## src/rtl/fifo_wr_arbiter.sv

```systemverilog
// fifo_wr_arbiter: round-robin arbiter that shares one FIFO write port
// between NUM_REQ bursting producers. A grant is locked for one burst
// (ended by req_last or by MAX_BURST beats), and FIFO-full backpressure
// is applied only to the current owner.
module fifo_wr_arbiter #(
  parameter int NUM_REQ    = 4,
  parameter int DATA_WIDTH = 8,
  parameter int MAX_BURST  = 8
) (
  input  logic                          clk,
  input  logic                          rst,
  input  logic [NUM_REQ-1:0]            req_valid,
  input  logic [NUM_REQ-1:0]            req_last,
  input  logic [NUM_REQ*DATA_WIDTH-1:0] req_data,
  output logic [NUM_REQ-1:0]            req_ready,
  input  logic                          fifo_full,
  output logic                          fifo_wren,
  output logic [DATA_WIDTH-1:0]         fifo_data,
  output logic [$clog2(NUM_REQ)-1:0]    grant_id,
  output logic                          busy,
  output logic [31:0]                   beat_cnt
);

  localparam int GW = $clog2(NUM_REQ);
  // Wide enough to hold MAX_BURST itself, and at least one bit when MAX_BURST=1.
  localparam int BW = $clog2(MAX_BURST + 1);

  typedef enum logic {IDLE, GRANT} state_t;

  state_t          state_q, state_d;
  logic [GW-1:0]   grant_id_q, grant_id_d;
  logic [GW-1:0]   last_owner_q, last_owner_d;
  logic [BW-1:0]   burst_q, burst_d;
  logic [31:0]     beat_cnt_q, beat_cnt_d;
  logic            accept;
  logic            release_now;

  // First valid requester searching upward from last+1 with wrap-around.
  function automatic logic [GW-1:0] rr_pick(input logic [NUM_REQ-1:0] v,
                                            input logic [GW-1:0]      last);
    logic [GW-1:0] pick;
    logic [GW-1:0] idx_w;
    logic          found;
    int            idx;
    pick  = last;
    found = 1'b0;
    for (int k = 1; k <= NUM_REQ; k++) begin
      idx = int'(last) + k;
      if (idx >= NUM_REQ) idx = idx - NUM_REQ;
      idx_w = GW'(idx);
      if (!found && v[idx_w]) begin
        pick  = idx_w;
        found = 1'b1;
      end
    end
    return pick;
  endfunction

  assign busy      = (state_q == GRANT);
  assign accept    = busy & req_valid[grant_id_q] & ~fifo_full;
  assign fifo_wren = accept;
  assign fifo_data = req_data[int'(grant_id_q)*DATA_WIDTH +: DATA_WIDTH];
  assign grant_id  = grant_id_q;
  assign beat_cnt  = beat_cnt_q;

  // The burst ends on the owner's last beat or on the beat that fills the cap.
  assign release_now = req_last[grant_id_q] | (burst_q == BW'(MAX_BURST - 1));

  // Only the current owner ever sees ready, and only while the FIFO has room.
  always_comb begin
    req_ready             = '0;
    req_ready[grant_id_q] = busy & ~fifo_full;
  end

  // Next-state: arbitrate in IDLE, count beats and detect release in GRANT.
  always_comb begin
    state_d      = state_q;
    grant_id_d   = grant_id_q;
    last_owner_d = last_owner_q;
    burst_d      = burst_q;
    beat_cnt_d   = beat_cnt_q;
    case (state_q)
      IDLE: begin
        if (|req_valid) begin
          grant_id_d = rr_pick(req_valid, last_owner_q);
          burst_d    = '0;
          state_d    = GRANT;
        end
      end
      GRANT: begin
        if (accept) begin
          beat_cnt_d = beat_cnt_q + 32'd1;
          burst_d    = burst_q + BW'(1);
          if (release_now) begin
            last_owner_d = grant_id_q;
            state_d      = IDLE;
          end
        end
      end
      default: state_d = IDLE;
    endcase
  end

  // State registers; reset leaves producer 0 with first priority.
  always_ff @(posedge clk or posedge rst) begin
    if (rst) begin
      state_q      <= IDLE;
      grant_id_q   <= '0;
      last_owner_q <= GW'(NUM_REQ - 1);
      burst_q      <= '0;
      beat_cnt_q   <= '0;
    end else begin
      state_q      <= state_d;
      grant_id_q   <= grant_id_d;
      last_owner_q <= last_owner_d;
      burst_q      <= burst_d;
      beat_cnt_q   <= beat_cnt_d;
    end
  end

endmodule
```

## config.mk

```make
export PLATFORM = sky130hd
export DESIGN_NAME = fifo_wr_arbiter
export DESIGN_NICKNAME = d
export VERILOG_FILES = /design/src/rtl/fifo_wr_arbiter.sv
export SDC_FILE = /design/constraint.sdc
export NUM_CORES = 1
export LEC_CHECK = 0
export BUFFER_PORTS_ARGS = -buffer_cell sky130_fd_sc_hd__buf_4
export CORE_ASPECT_RATIO = 0.6
export CORE_UTILIZATION = 43
export DETAILED_ROUTE_END_ITERATION = 10
export PLACE_DENSITY = 0.85
export SLEW_MARGIN = 10
export SYNTH_ARGS = -nofsm -noshare
export SYNTH_HDL_FRONTEND = slang
export SYNTH_SLANG_ARGS = --single-unit
```

## constraint.sdc

```tcl
create_clock -name clk -period 1.8 [get_ports clk]
set_input_delay 0 -clock clk [delete_from_list [all_inputs] [get_ports clk]]
set_output_delay 0 -clock clk [all_outputs]
set_load 0.02 [all_outputs]
```

==> flow_summary.toml, run 1 <==
[outcome]
status = "completed"

[power]
ir_worst_vdd_v = 0.00108
p_seq_frac = 0.357
swShare = 0.373
p_per_area_nw_per_um2 = 1070
internal-power_mw = 2.14
pwr-share-comb = 0.472
power.leakage_nw = 1.62
p_switching_mw = 1.27
clkPwrFrac = 0.172
total_power_mw = 3.41

[timing]
hold-worst-slack_ns = 0.166
report.final.slew_viol_count = 0
hold_viol = 0
timing.final.crit_share = 0.964
fin_skew_ns = 0.00852
period_needed_ns = 1.74
slew_headroom = 0.664
fmax_ghz = 0.576
worst_pin_slew_ns = 0.504
setup_viol = 0
rsz0062_at_grt = "false"

[detailed_routing]
drt-total-wl_um = 5780
ant_nets = 0
vias = 1918
dr.pass1.iters = 5
wire_per_inst_um = 15.6
drt-initial-drc-count = 77
via_per_inst = 5.17
drc = 0

[placed_design]
dpl.hpwl_um = 4440
placed_area_um2 = 3040
portBuffers = 90
gp_congestion = 0.800

[logic_synthesis]
ys.flop_type = "dfrtp_1"
synth_cells = 196
synth_fp_nets = 241
seq_area_frac_synth = 0.465
yosys_register_bits = 41
synth_edf_count = 0
async_flop_share = 1.00
ys_warn_count = 0
avgSynthCellArea_um2 = 11.3
synth_area_um2 = 2210
synthDistinctLibCells = 36

[grt]
grt_pass1_vias = 1861
grt_max_degree = 42
overflow = 0
grt_pass1_wl_um = 9180
grt_usage = 0.224
antenna_found_initial = 0

[critical_path]
worstPathRequired_ns = 1.98
cp.arrival_ns = 1.92
worstPathMaxFanout = 5
critPathCaptureType = "register"
worst-setup-path-type = "register to register"
r2r_slack_ns = 0.06
crit_path_start_kind = "register"

[hold_path]
holdCritPathClass = "primary input to register"

[clock_tree]
cts_buffer_depth = 2
root_buffer = "clkbuf_8"
clkLatencyLatePin_ns = 0.29
clock_sinks = 41
htreeDepth = 2
clk_pin_slew_ns = 0.08
cts_tree = "yes"
cts_buffers = 5

[cells_and_area]
layout_common_cells = "buf_4 (107), dfrtp_1 (39), nand2_1 (21), nor2_1 (20), xnor2_1 (18)"
stdcell_area_um2 = 3180
diodes = 0
syn_to_final_growth_pct = 43.9
fin_util = 0.669
layout_commonest_cell = "buf_4"
nets = 352
drive_gt1_frac = 0.464

[flow_run]
max_cap_violations = 0

[die]
start_util = 0.465
die_w_um = 94.5
ioPinCount = 91
dieArea_um2 = 5440
die_y_um = 57.5
row_count = 19
core-area_um2 = 4750
metrics by stage:
stage / setup TNS, ns / setup slack, ns / cells
floorplan: 0 / 0.00188 / 196
global placement: 0 / 0.0437 / 359
detailed placement: -0.0841 / -0.0600 / 359
CTS: 0 / 0.0136 / 369
global route: 0 / 0.00399 / 371
finish: 0 / 0.0642 / 371
layout make-up:
| class | instances | area (µm²) |
|---|---|---|
| fill | 376 | 1580 |
| multi-input combinational | 141 | 1120 |
| sequential | 41 | 1030 |
| timing repair buffer | 110 | 836 |
| tap | 63 | 78.8 |
| clock buffer | 5 | 68.8 |
| inverter | 8 | 30.0 |
| clock inverter | 3 | 17.5 |
power by group through the flow:
stage | Sequential [mW] | Combinational, mW | Clock, mW
floorplan | 1.31 | 0.866 | 0
global placement | 1.22 | 1.51 | 0
detailed placement | 1.23 | 1.53 | 0
CTS | 1.21 | 1.56 | 0.599
global route | 1.24 | 1.72 | 0.633
finish | 1.22 | 1.61 | 0.586
cells in the mapped netlist (2+ instances only):
master / count / area (µm²)
xor2_1: 15 / 131
nand3_1: 10 / 50.1
nand2b_1: 2 / 12.5
ha_1: 2 / 25.0
nor3_2: 3 / 30.0
dfstp_2: 2 / 52.6
nor2_1: 20 / 75.1
xnor2_1: 18 / 158
a21oi_1: 2 / 10.0
buf_2: 2 / 10.0
o21ai_0: 5 / 25.0
nand2_1: 21 / 78.8
dfrtp_1: 39 / 976
mux2i_1: 3 / 30.0
mux2_2: 3 / 33.8
buf_4: 2 / 15.0
and3_1: 6 / 37.5
nand4_1: 7 / 43.8
o22ai_1: 2 / 12.5
mux4_2: 9 / 203
inv_1: 8 / 30.0
critical path: stages, from the launching register on:
cell	delay, ns
dfrtp_1	0.40
or3b_4	0.41
o22ai_4	0.17
buf_6	0.16
and4_4	0.26
nand3_1	0.10
xnor2_1	0.13
state kept, by name, indices dropped and copies added, names as in the netlist:
register and cells:
grant_id 2, beat_cnt 32, burst_q 4, last_owner_q 2, busy 1
per-layer routing:
metal	part of all wire	vias to the layer above	routed length, µm	global-route usage
met2	0.48	68	2750	0.341
li1	-	906	-	-
met3	0.069	10	399	0.0547
met5	0	-	0	0
met4	0.013	0	75	0.0346
met1	0.44	934	2560	0.332
final timing paths:
path                         startpoint              end  cells past startpoint
setup / recovery            grant_id[1]     beat_cnt[11]                      6
max in group asynchronous           rst  last_owner_q[0]                      4
min in group asynchronous           rst     beat_cnt[13]                      4
hold reg to reg            beat_cnt[31]     beat_cnt[31]                      1
setup reg to reg            grant_id[1]     beat_cnt[11]                      6
hold / removal             req_valid[1]       burst_q[3]                      4
cell families after synthesis:
kind of cell,share of synthesized area
AND/OR/NAND/NOR,0.199
buffers and inverters,0.0317
multiplexers,0.121
adder cells (fa/ha/maj),0.0113
XOR/XNOR,0.131
AO/OA/AOI/OAI,0.0413
flip-flops,0.465
timing repair:
action / 4_1_cts / 5_1_grt
endpoints found under the hold margin: 39 / 0
endpoints found under the setup margin: 10 / 19
resized for setup: 2 / 2
gates cloned: 0 / 0
hold buffers: 1 / 0
pin swaps: 1 / 5
setup buffers: 1 / 2
(Power assumes the default switching activity.)
==> inputs of run 2 (changes only) <==
Settings changed: ABC_AREA set to 1, BUFFER_PORTS_ARGS -buffer_cell sky130_fd_sc_hd__buf_4 to -buffer_cell sky130_fd_sc_hd__buf_2, CORE_UTILIZATION 43 to 44, PLACE_DENSITY 0.85 to 0.82.
==> flow_summary.toml, run 2 <==
[detailed_routing]
dr.pass1.iters = 5
ant_nets = 0
vias = 3413
drt-initial-drc-count = 280
via_per_inst = 5.30
wire_per_inst_um = 14.0
drc = 0
drt-total-wl_um = 9050

[timing]
period_needed_ns = 1.72
hold_viol = 0
report.final.slew_viol_count = 0
fin_skew_ns = 0.00584
timing.final.crit_share = 0.957
worst_pin_slew_ns = 0.542
setup_tns_ns = 0
fmax_ghz = 0.581
slew_headroom = 0.638
setup_viol = 0

[critical_path]
max_stage_delay_ns = 0.40
crit_chain = "ha_1, inv_1, nor2_1, inv_1, nor2_1, xor2_1, nand2_1, o21ai_1"
crit_path_start_kind = "register"
worst-setup-path-type = "register to register"
worstPathMaxFanout = 4
critPathCaptureType = "register"
cp.arrival_ns = 1.94
worstPathRequired_ns = 2.02
slowest_stage = "dfrtp_1"

[die]
core-area_um2 = 6250
ioPinCount = 91
die_y_um = 65.0
die_w_um = 107
row_count = 22
start_util = 0.465
dieArea_um2 = 6950

[logic_synthesis]
yosys_register_bits = 41
ys_warn_count = 0
avgSynthCellArea_um2 = 6.58
netlist.area_leader.share = 0.336
synthTopCellsByArea = "dfrtp_1 (34%), nand2_1 (24%), nor2_1 (6.3%)"
yosysMostFrequentCell = "nand2_1"
synth_edf_count = 0
synth_cells = 442
seq_area_frac_synth = 0.354
synth_area_um2 = 2910
synth_fp_nets = 487
async_flop_share = 1.00
synth_largest_area_cell = "dfrtp_1"
synthDistinctLibCells = 28
ys_top_cells_by_count = "nand2_1 (184), nor2_1 (49), dfrtp_1 (39)"
ys.flop_type = "dfrtp_1"

[power]
ir_worst_vdd_v = 0.000749
swShare = 0.492
power.leakage_nw = 1.94
clkPwrFrac = 0.118
p_seq_frac = 0.287
pwr-share-comb = 0.595
total_power_mw = 5.30
internal-power_mw = 2.69
p_per_area_nw_per_um2 = 1390
p_switching_mw = 2.60

[cells_and_area]
fin_util = 0.608
largest_reg_flops = 32
drive_gt1_frac = 0.261
syn_to_final_growth_pct = 30.6
nets = 604
layout_common_cells = "nand2_1 (183), buf_2 (90), nor2_1 (46), dfrtp_1 (38), nand3_1 (36)"
layout_commonest_cell = "nand2_1"
diodes = 0

[clock_tree]
clock_sinks = 41
root_buffer = "clkbuf_8"
cts_buffer_depth = 2
htreeDepth = 2
cts_tree = "yes"
clk_pin_slew_ns = 0.08
clkLatencyLatePin_ns = 0.29
cts_buffers = 5

[grt]
antenna_found_initial = 0
grt_usage = 0.266
overflow = 0
grt_max_degree = 42
grt_pass1_vias = 2919
grt_pass1_wl_um = 14400

[placed_design]
dpl.hpwl_um = 6940
gp_congestion = 1.08
portBuffers = 90

[outcome]
status = "completed"

[hold_path]
holdCritPathClass = "primary input to register"

[flow_run]
max_cap_violations = 0
## run 2: area by class of cell
| type | instances | area [µm²] |
|---|---|---|
| fillers | 565 | 2450 |
| multi-input cells | 354 | 1700 |
| flip-flops and latches | 41 | 1030 |
| repair buffers | 120 | 728 |
| inverters | 37 | 141 |
| well taps | 84 | 105 |
| clock buffers | 8 | 90.1 |
## run 2: final timing paths
| path | startpoint | endpoint | depth (start not counted) | slack [ns] |
|---|---|---|---|---|
| max | beat_cnt[1] | beat_cnt[12] | 8 | 0.08 |
| min | req_last[1] | last_owner_q[1] | 6 | 0.11 |
| max reg2reg | beat_cnt[1] | beat_cnt[12] | 8 | 0.08 |
| min reg2reg | burst_q[1] | burst_q[1] | 2 | 0.51 |
| max in group asynchronous | rst | grant_id[0] | 4 | 1.01 |
| min in group asynchronous | rst | beat_cnt[8] | 4 | 0.39 |
## run 2: timing repair
item,in CTS,in global routing
gates cloned,1,0
setup buffers,0,5
resized for setup,2,9
hold endpoints to repair,39,0
pin swaps,0,0
endpoints found under the setup margin,1,9
hold buffers,1,0
## run 2: cells by family (layout without fill, tap and decap cells)
group / after synthesis / after routing / share of synthesized area
flip-flops: 41 / 41 / 0.354
AND/OR/NAND/NOR: 301 / 301 / 0.440
AO/OA/AOI/OAI: 32 / 32 / 0.0684
adder cells (fa/ha/maj): 2 / 2 / 0.00860
XOR/XNOR: 19 / 19 / 0.0572
buffers and inverters: 47 / 165 / 0.0723
## run 2: power groups by stage
stage / Combinational (mW) / Clock, mW / Sequential, mW
finish: 3.15 / 0.626 / 1.52
global route: 3.45 / 0.669 / 1.56
CTS: 3.00 / 0.636 / 1.52
detailed placement: 2.89 / 0 / 1.54
global placement: 2.82 / 0 / 1.52
floorplan: 1.75 / 0 / 1.71
## run 2: per-stage QoR
stage	hold WS (ns)	cell area, µm²	worst slack, ns	cells
after global routing	0.168	3800	-0.00552	644
after CTS	0.0996	3730	0.0105	639
after global placement	0.156	3590	0.126	629
after detailed placement	0.166	3590	0.113	629
after floorplan	0.209	2910	0.126	442
final	0.108	3800	0.0779	644
## run 2: worst max-delay path: cells and delay by family, from the launching register on
kind | cells | cell delay, ns
flip-flops | 1 | 0.40
AND/OR/NAND/NOR | 3 | 0.58
buffers and inverters | 2 | 0.19
adder cells (fa/ha/maj) | 1 | 0.18
AO/OA/AOI/OAI | 1 | 0.08
XOR/XNOR | 1 | 0.22
## run 2: routing by layer
metal  up-vias  wire length [µm]  track usage
met5         -                 0            0
met4         0                70       0.0360
met3        16               870       0.0493
met2       162              3720        0.377
met1      1586              4380        0.418
li1       1649                 -            -
==> inputs of run 3 (changes only) <==
Settings changed: CTS_BUF_LIST set to sky130_fd_sc_hd__clkbuf_4 sky130_fd_sc_hd__clkbuf_8.
==> flow_summary.toml, run 3 (synthesized netlist as in run 2, its figures left out) <==
[critical_path]
worstPathRequired_ns = 1.80
cp.arrival_ns = 1.71
worstPathMaxFanout = 19
crit_path_start_kind = "register"
worst-setup-path-type = "register to output pin"
critPathCaptureType = "output pin"

[grt]
grt_pass1_vias = 2915
overflow = 0
grt_pass1_wl_um = 14400
grt_max_degree = 42
antenna_found_initial = 0
grt_usage = 0.266

[timing]
hold_viol = 0
report.final.slew_viol_count = 0
worst_pin_slew_ns = 0.545
timing.final.crit_share = 0.949
fmax_ghz = 0.585
fin_ws_ns = 0.0914
rsz0062_at_grt = "false"
slew_headroom = 0.637
setup_tns_ns = 0
setup_viol = 0
period_needed_ns = 1.71
fin_skew_ns = 0.00808

[placed_design]
gp_congestion = 1.08
dpl.hpwl_um = 6940
portBuffers = 90
place_ws_ns = 0.113
placed_area_um2 = 3590

[detailed_routing]
vias = 3375
drc = 0
dr.pass1.iters = 6
via_per_inst = 5.24
drt-total-wl_um = 9030
wire_per_inst_um = 14.0
drt-initial-drc-count = 268
ant_nets = 0

[die]
die_y_um = 65.0
core-area_um2 = 6250
dieArea_um2 = 6950
die_w_um = 107
start_util = 0.465
ioPinCount = 91
row_count = 22

[clock_tree]
clk_pin_slew_ns = 0.07
clock_sinks = 41
root_buffer = "clkbuf_8"
clkLatencyLatePin_ns = 0.29
cts_tree = "yes"
cts_buffer_depth = 2
htreeDepth = 2
cts_buffers = 5

[power]
total_power_mw = 5.32
p_per_area_nw_per_um2 = 1400
ir_worst_vdd_v = 0.000717
power.leakage_nw = 1.95

[cells_and_area]
diodes = 0
drive_gt1_frac = 0.268
syn_to_final_growth_pct = 31.0
fill_cells = 564
seq_area_um2 = 1030
largest_reg_flops = 32
multi_input_area_um2 = 1710
nets = 604
layout_common_cells = "nand2_1 (183), buf_2 (90), nor2_1 (44), dfrtp_1 (38), nand3_1 (36)"
layout_commonest_cell = "nand2_1"
stdcell_area_um2 = 3810
fin_util = 0.610

[hold_path]
holdCritPathClass = "primary input to register"

[flow_run]
max_cap_violations = 0

[outcome]
status = "completed"
-- run 3: cell type report --
class | count | share of cell area
Multi-Input combinational cell | 354 | 0.448
Tap cell | 84 | 0.0276
Clock buffer | 8 | 0.0256
Timing Repair Buffer | 120 | 0.191
Sequential cell | 41 | 0.270
Inverter | 37 | 0.0371
-- run 3: power breakdown --
group,internal (mW),switching [mW]
combinational,1.17,1.97
sequential,1.21,0.316
clock,0.343,0.310
total,2.72,2.60
-- run 3: through the flow --
stage | hold WS (ns) | std cells
after detailed placement | 0.166 | 629
after CTS | 0.0996 | 639
after floorplan | 0.209 | 442
final | 0.110 | 644
after global placement | 0.156 | 629
after global routing | 0.168 | 644
-- run 3: repair_timing --
action / in CTS / in global routing
hold buffers: 1 / 0
gates cloned: 1 / 0
buffers inserted: 0 / 5
endpoints found under the hold margin: 39 / 0
endpoints found under the setup margin: 1 / 10
gates resized for setup: 2 / 11
-- run 3: path summary, 6_finish.rpt --
| check | cells past startpoint | startpoint | slack [ns] | endpoint |
|---|---|---|---|---|
| setup / recovery | 6 | grant_id[1] | 0.09 | fifo_wren |
| hold / removal | 6 | req_last[1] | 0.11 | last_owner_q[1] |
| setup reg to reg | 11 | beat_cnt[0] | 0.12 | beat_cnt[31] |
| hold reg to reg | 2 | burst_q[1] | 0.51 | burst_q[1] |
| max in group asynchronous | 4 | rst | 1.01 | grant_id[0] |
| min in group asynchronous | 4 | rst | 0.38 | beat_cnt[8] |
-- run 3: worst max-delay path: stages (launching register included) --
cell and delay [ns]:
dfrtp_1 0.47, buf_4 0.20, nor2_8 0.11, a22oi_2 0.08, a21oi_4 0.19, buf_12 0.18, buf_2 0.18
-- run 3: per-layer routing --
metal  track usage  share of wire
met4        0.0342         0.0047
met2         0.377           0.42
met3        0.0563          0.095
met1         0.414           0.48
met5             0              0
